--- config.mk ---
export PLATFORM = sky130hd
export DESIGN_NAME = fetch_pc_flat
export DESIGN_NICKNAME = d
export VERILOG_FILES = /design/src/rtl/fetch_pc_pkg.sv /design/src/rtl/fetch_pc_if.sv /design/src/rtl/fetch_pc_pc_next.sv /design/src/rtl/fetch_pc.sv /design/src/flat_wrapper.sv
export SDC_FILE = /design/constraint.sdc
export NUM_CORES = 1
export LEC_CHECK = 0
export ABC_CLOCK_PERIOD_IN_PS = 5600
export CORE_MARGIN = 5
export CORE_UTILIZATION = 52
export CTS_BUF_LIST = sky130_fd_sc_hd__clkbuf_2 sky130_fd_sc_hd__clkbuf_4 sky130_fd_sc_hd__clkbuf_8
export DETAILED_ROUTE_END_ITERATION = 16
export PLACE_DENSITY = 0.95
export SYNTH_ARGS = -nofsm -noshare
export SYNTH_HDL_FRONTEND = slang
export SYNTH_SLANG_ARGS = --single-unit
--- constraint.sdc ---
create_clock -name clk -period 5.6 [get_ports clk]
set_input_delay 0.84 -clock clk [delete_from_list [all_inputs] [get_ports clk]]
set_output_delay 0.84 -clock clk [all_outputs]
set_load 0.01 [all_outputs]
--- src/rtl/fetch_pc_pkg.sv ---
// Shared types and constants for the fetch_pc program-counter / instruction-fetch stage.
package fetch_pkg;

    localparam int          PC_STEP          = 4;
    localparam logic [31:0] DEFAULT_RESET_PC = 32'h0000_0000;

    typedef enum logic [1:0] {
        FETCH = 2'd0,
        ISSUE = 2'd1,
        HALT  = 2'd2
    } fetch_state_t;

endpackage

--- src/rtl/fetch_pc_if.sv ---
// Instruction-memory req/ack bus between the fetch stage (master) and instruction memory (slave).
interface fetch_pc_if #(
    parameter int W = 32
);
    logic         imem_req;
    logic [W-1:0] imem_addr;
    logic         imem_ack;
    logic [W-1:0] imem_rdata;

    modport master (
        output imem_req,
        output imem_addr,
        input  imem_ack,
        input  imem_rdata
    );

    modport slave (
        input  imem_req,
        input  imem_addr,
        output imem_ack,
        output imem_rdata
    );
endinterface

--- src/rtl/fetch_pc_pc_next.sv ---
// Combinational next-PC selection: branch target or sequential step, plus target misalignment bit.
module pc_next
    import fetch_pkg::*;
#(
    parameter int W = 32
) (
    input  logic [W-1:0] pc,
    input  logic [W-1:0] ImmOp,
    input  logic         PCsrc,
    output logic [W-1:0] next_pc,
    output logic         target_misalign
);

    logic [W-1:0] target;

    // Both adds wrap modulo 2^W; a negative offset is simply two's complement.
    assign target          = pc + ImmOp;
    assign next_pc         = PCsrc ? target : pc + W'(PC_STEP);
    assign target_misalign = |target[1:0];

endmodule

--- src/rtl/fetch_pc.sv ---
// Program counter and instruction-fetch FSM (FETCH / ISSUE / HALT).
// Optional macro FETCH_MISALIGN_CHECK_EN halts on a misaligned branch target.
module fetch_pc
    import fetch_pkg::*;
#(
    parameter int           W        = 32,
    parameter logic [W-1:0] RESET_PC = W'(DEFAULT_RESET_PC)
) (
    input  logic          clk,
    input  logic          rst,
    input  logic          PCsrc,
    input  logic [W-1:0]  ImmOp,
    input  logic          stall,
    fetch_pc_if.master    imem,
    output logic [W-1:0]  instr,
    output logic          instr_valid,
    output logic [W-1:0]  pc,
    output logic [W-1:0]  icount,
    output logic          misalign
);

    fetch_state_t state_reg;
    logic [W-1:0] pc_reg;
    logic [W-1:0] instr_reg;
    logic [W-1:0] icount_reg;
    logic         valid_reg;
    logic         req_reg;
    logic [W-1:0] pc_next_val;
    logic         target_misalign;

    pc_next #(.W(W)) u_pc_next (
        .pc              (pc_reg),
        .ImmOp           (ImmOp),
        .PCsrc           (PCsrc),
        .next_pc         (pc_next_val),
        .target_misalign (target_misalign)
    );

`ifdef FETCH_MISALIGN_CHECK_EN
    logic misalign_reg;
    assign misalign = misalign_reg;
`else
    logic unused_misalign;
    assign unused_misalign = target_misalign;
    assign misalign        = 1'b0;
`endif

    always_ff @(posedge clk) begin
        if (rst) begin
            state_reg  <= FETCH;
            pc_reg     <= RESET_PC;
            instr_reg  <= '0;
            icount_reg <= '0;
            valid_reg  <= 1'b0;
            req_reg    <= 1'b1;
`ifdef FETCH_MISALIGN_CHECK_EN
            misalign_reg <= 1'b0;
`endif
        end else begin
            case (state_reg)
                FETCH: begin
                    if (imem.imem_ack) begin
                        instr_reg <= imem.imem_rdata;
                        valid_reg <= 1'b1;
                        req_reg   <= 1'b0;
                        state_reg <= ISSUE;
                    end
                end
                ISSUE: begin
                    if (!stall) begin
`ifdef FETCH_MISALIGN_CHECK_EN
                        if (PCsrc && target_misalign) begin
                            misalign_reg <= 1'b1;
                            valid_reg    <= 1'b0;
                            state_reg    <= HALT;
                        end else
`endif
                        begin
                            pc_reg     <= pc_next_val;
                            icount_reg <= icount_reg + W'(1);
                            valid_reg  <= 1'b0;
                            req_reg    <= 1'b1;
                            state_reg  <= FETCH;
                        end
                    end
                end
                HALT: begin
                    // Frozen until reset.
                end
                default: begin
                    state_reg <= FETCH;
                    valid_reg <= 1'b0;
                    req_reg   <= 1'b1;
                end
            endcase
        end
    end

    // Request is suppressed combinationally while reset is asserted.
    assign imem.imem_req  = req_reg & ~rst;
    assign imem.imem_addr = pc_reg;
    assign instr          = instr_reg;
    assign instr_valid    = valid_reg;
    assign pc             = pc_reg;
    assign icount         = icount_reg;

endmodule

--- src/flat_wrapper.sv ---
// flat-port wrapper written by rule: the top's interface ports become plain ports
module fetch_pc_flat import fetch_pkg::*;
#(
    parameter int           W        = 32,
    parameter logic [W-1:0] RESET_PC = W'(DEFAULT_RESET_PC)
)
  (clk, rst, PCsrc, ImmOp, stall, instr, instr_valid, pc, icount, misalign, imem_imem_req, imem_imem_addr, imem_imem_ack, imem_imem_rdata);
  fetch_pc_if #(.W(W)) imem_i ();
  input  logic clk;
  input  logic rst;
  input  logic PCsrc;
  input  logic [W-1:0] ImmOp;
  input  logic stall;
  output logic [W-1:0] instr;
  output logic instr_valid;
  output logic [W-1:0] pc;
  output logic [W-1:0] icount;
  output logic misalign;
  output wire logic [$bits(imem_i.imem_req)-1:0] imem_imem_req;
  output wire logic [$bits(imem_i.imem_addr)-1:0] imem_imem_addr;
  input wire logic [$bits(imem_i.imem_ack)-1:0] imem_imem_ack;
  input wire logic [$bits(imem_i.imem_rdata)-1:0] imem_imem_rdata;
  assign imem_imem_req = imem_i.imem_req;
  assign imem_imem_addr = imem_i.imem_addr;
  assign imem_i.imem_ack = imem_imem_ack;
  assign imem_i.imem_rdata = imem_imem_rdata;
  fetch_pc #(.W(W), .RESET_PC(RESET_PC)) u_core (.clk(clk), .rst(rst), .PCsrc(PCsrc), .ImmOp(ImmOp), .stall(stall), .imem(imem_i), .instr(instr), .instr_valid(instr_valid), .pc(pc), .icount(icount), .misalign(misalign));
endmodule
* Yosys cells after proc, flatten, opt, wreduce, memory -nomap -nowiden
Cells that the tools add are included.
** Word-level totals
- Flip-flop bits (word level) :: 100
- Logic and storage cells :: 31
** Operators by class
- Add/subtract/negate cells :: 3
- Equal/unequal tests :: 4
- Muxes and demuxes :: 10
- Bitwise gates (word level) :: 4
- Reductions and logical operators :: 4
** Operator list (number)
- $add 32x1->32 const B :: 1
- $add 32x3->32 const B :: 1
- $add 32x32->32 :: 1
- $mux 32 :: 1
- $pmux 1 s3 :: 2
- $pmux 2 s3 :: 1
- $mux 1 :: 4
- $mux 2 :: 2
- $ne 2x2->1 const B :: 2
- $reduce_and 2->1 :: 2
- $not 1->1 :: 3
- $reduce_and 3->1 :: 1
- $eq 2x1->1 const B :: 1
- $eq 2x2->1 const B :: 1
- $logic_not 2->1 :: 1
- $and 1x1->1 :: 1

* Depth between registers and ports, before layout
- Depth after elaboration :: 3
- Gate-level depth with buffers :: 12
- Gate-level depth less buffers :: 12

* Hierarchy
From an unflattened synthesis, not the netlist that was laid out.
** Unflattened totals
- Cells, all modules :: 875
- Area total of the unflattened synthesis :: 6498.7 um^2
** By module, submodules not included
- fetch_pc :: instances 1, cells an instance 502, area each 4031.4 um^2, sequential area each 1961.9 um^2
- pc_next :: instances 1, cells an instance 373, area each 2467.4 um^2, sequential area each 0.0 um^2

* Least setup slack after synthesis
OpenSTA, ideal clock, no wires.
- Path kind :: input to register
- Start point :: in ImmOp[0]
- End point :: reg u_core.pc_reg[26] (netlist: u_core.imem.imem_addr[26])
- Data arrival time :: 3119 ps
- Data required time :: 5534 ps
- Path slack :: 2415 ps
- Stages on the path :: 12
- Cell sequence :: ha_1 -> inv_1 -> fa_1 -> and2b_1 -> o2111ai_2 -> a21boi_4 -> a2111oi_2 -> o21a_4 -> o311ai_4 -> nand2_2 -> mux2_4 -> a21oi_2
** Between the ends
- Cells in the longest elaborated chain, start to end :: 2
** RTL lines
- from (decl) :: RTL line flat_wrapper.sv:12 : input logic [W-1:0] ImmOp;
- $add 32x32->32 :: RTL line fetch_pc_pc_next.sv:17 : assign target = pc + ImmOp;
- $mux 32 :: RTL line fetch_pc_pc_next.sv:18 : assign next_pc = PCsrc ? target : pc + W'(PC_STEP);
- to (signal assigned) :: RTL line fetch_pc.sv:79 : pc_reg <= pc_next_val;
- to (decl) :: RTL line fetch_pc.sv:23 : logic [W-1:0] pc_reg;
No other way between the ends.
A chain may end at the register's enable or synchronous reset.

* Worst setup path in the final report
Ends and elaborated chain as after synthesis.

==> reports/qor.yml <==
firstDrtPassIters: 5
cts_hold_buf: 0
worstHoldPathType: "register to register"
grt_pass1_vias: 5964
rows: 39
grt-ovfl-total: 0
synthCells: 797
die-area_sq_mm: 0.0142
layout-drive-gt1-share_pct: 5.50
vias: 6285
ant_nets: 0
p_per_area_mw_per_mm2: 186
area_delta_synth_final_pct: 32.2
ys_seq_area_share_pct: 31.7
io_pins: 200
drcViolationCount: 0
synth-edff-count: 0
skew_ns: 0.0139
route.met2.wl_microns: 8250
crit_chain: "clkdlybuf4s50_1 > ha_1 > inv_1 > fa_1 > and2b_1 > o2111ai_2 > a21boi_4 > a2111oi_2 > o21a_4 > o311ai_4 > nand2_2 > mux2_4 > a21oi_2"
initial_core_util_pct: 53.7
drv_cap: 0
period_share_pct: 63.1
period_needed_ns: 3.53
met1_length_microns: 7440
yosysUniqueCellTypes: 68
cp_slowest_stage_delay_ns: 0.46
crit_type: "input pin to register"
viasPerCell: 5.77
htreeDepth: 3
tns_ns: 0
die_h_microns: 119
startpoint_type: "input pin"
clkLatencyLatePin_ns: 0.36
core_sq_mm: 0.0115
path_clk_slew_ns: 0.11
status: "complete, no violations"
p_leak_nw: 3.10
ctsResizeCount: 0
max-slew-margin-rel_pct: 34.2
cts_tree: "built"
setup_viol: 0
layout_setup_ws_ns: 2.07
filler_cell_count: 878
p_total_w: 0.00152
max_freq_mhz: 283
ys_ff_latch: 98
rsz0062_at_grt: "no"
cts_buffers: 9
yosysWarnings: 0
portBuffers: 198
grt_pass1_wl_microns: 28200
synth_flop_cell: "dfxtp_1"
totalWireLength_microns: 17200
dp.cells: 1073
slowest_stage: "clkdlybuf4s50_1"
hold_viol_final: 0
async_flop_share_pct: 0
antenna_found_initial: 0
fin_cells: 1089
gr-usage-all-layers_pct: 23.2
cp_data_arrival_time_ns: 3.83
clkSinkCount: 98
syn_avg_cell_area_sq_um: 7.75
tightest_slew_ns: 0.987
grt_start_max_net_pins: 62
syn_area_sq_mm: 0.00618
routedWlPerCell_microns: 15.7
slew_violations: 0
wl_met3_microns: 1210
preCtsSetupSlack_ns: 1.70
ctsLongestPathBuffers: 2
top_layer_used: "met4"
root_buffer: "clkbuf_8"
nNetsFinal: 1044
required_ns: 5.90
endpoint_kind: "register"
gp_congestion: 0.894
n_antenna_cell: 0
hpwlAfterDp_microns: 12800
drt_iter0_drc: 424
vdd_ir_drop_max_uv: 136
fp.dieW_microns: 119
critPathMaxFanout: 4
synthesis.nets: 900
post-cts-setup-buffer-count: 0
[placed cells by master (no fill, tap or decap), types with 6 or more instances in the layout]
| cell type | synthesis | layout |
|---|---|---|
| dfxtp_1 | 98 | 98 |
| buf_4 | 33 | 6 |
| xnor2_1 | 21 | 21 |
| nand3_1 | 19 | 19 |
| nand4_1 | 13 | 13 |
| a21oi_1 | 100 | 100 |
| o21a_1 | 7 | 7 |
| inv_1 | 10 | 10 |
| and3_1 | 14 | 14 |
| xor2_1 | 30 | 30 |
| nor3_1 | 17 | 17 |
| ha_1 | 33 | 33 |
| a21o_1 | 12 | 12 |
| nor2_1 | 80 | 80 |
| a211oi_1 | 9 | 9 |
| clkdlybuf4s50_1 | 0 | 196 |
| o21ai_0 | 42 | 42 |
| nand2_1 | 111 | 111 |
| clkbuf_8 | 0 | 9 |
| or3_1 | 8 | 8 |
| a31oi_1 | 20 | 20 |
[critical path, delay by kind of cell]
kind                     cells  cell delay [ns]
AO/OA/AOI/OAI                6             1.21
adder cells (fa/ha/maj)      2             0.59
buffers and inverters        2             0.53
AND/OR/NAND/NOR              2             0.33
multiplexers                 1             0.31
[cells in the mapped netlist (12+ instances only)]
cell | number | area [sq um]
a21o_1 | 12 | 90.1
a21oi_1 | 100 | 500
a31oi_1 | 20 | 125
and3_1 | 14 | 87.6
buf_4 | 33 | 248
clkbuf_1 | 25 | 93.8
dfxtp_1 | 98 | 1960
ha_1 | 33 | 413
nand2_1 | 111 | 417
nand3_1 | 19 | 95.1
nand4_1 | 13 | 81.3
nor2_1 | 80 | 300
nor3_1 | 17 | 85.1
o21ai_0 | 42 | 210
xnor2_1 | 21 | 184
xor2_1 | 30 | 263
[cell type report]
| class | instances | area [sq um] | share of cell area (%) |
|---|---|---|---|
| multi-input combinational | 619 | 3800 | 46.5 |
| timing repair buffer | 203 | 2010 | 24.6 |
| sequential | 98 | 1960 | 24.0 |
| tap | 143 | 179 | 2.19 |
| clock buffer | 9 | 124 | 1.52 |
| clock inverter | 7 | 60.1 | 0.735 |
| inverter | 10 | 37.5 | 0.459 |
[per-layer routing]
metal,up-vias,GRT usage (%)
met3,21,4.64
met5,-,0
li1,3080,-
met1,2927,29.5
met2,257,39.8
met4,0,6.95
[power by group]
group	total, W	switching, W	internal [W]
registers	0.000746	0.0000252	0.000721
logic	0.000334	0.000164	0.000170
clock network	0.000436	0.000266	0.000170
[through the flow]
step | hold slack, ns | utilization (%) | instance area (sq um)
floorplan | 0.428 | - | 6180
global placement | 0.438 | 69.4 | 7990
detailed placement | 0.447 | 69.4 | 7990
CTS | 0.461 | 70.9 | 8170
global route | 0.480 | 70.9 | 8170
finish | 0.458 | 70.9 | 8170
[worst paths after layout]
path / from / endpoint / slack (ns) / depth (start not counted)
setup reg to reg: u_core.imem.imem_addr[0] / u_core.imem.imem_addr[26] / 2.57 / 12
hold / removal: u_core.instr[14] / u_core.instr[14] / 0.46 / 2
hold reg to reg: u_core.instr[14] / u_core.instr[14] / 0.46 / 2
setup / recovery: ImmOp[0] / u_core.imem.imem_addr[26] / 2.07 / 13
[cell families (layout without fill, tap and decap cells)]
kind of cell / count (synthesis) / count (layout) / synth area share, %
muxes: 4 / 4 / 0.729
DFF: 98 / 98 / 31.7
xor gates and xnor gates: 51 / 51 / 7.23
other: 1 / 1 / 0.0607
buffers and inverters: 80 / 229 / 6.90
and+or+nand+nor: 297 / 297 / 22.4
adders and majority gates: 34 / 34 / 7.01
AOI/OAI and AO/OA: 232 / 232 / 23.9
No activity file was read; power rests on OpenSTA's default activity.
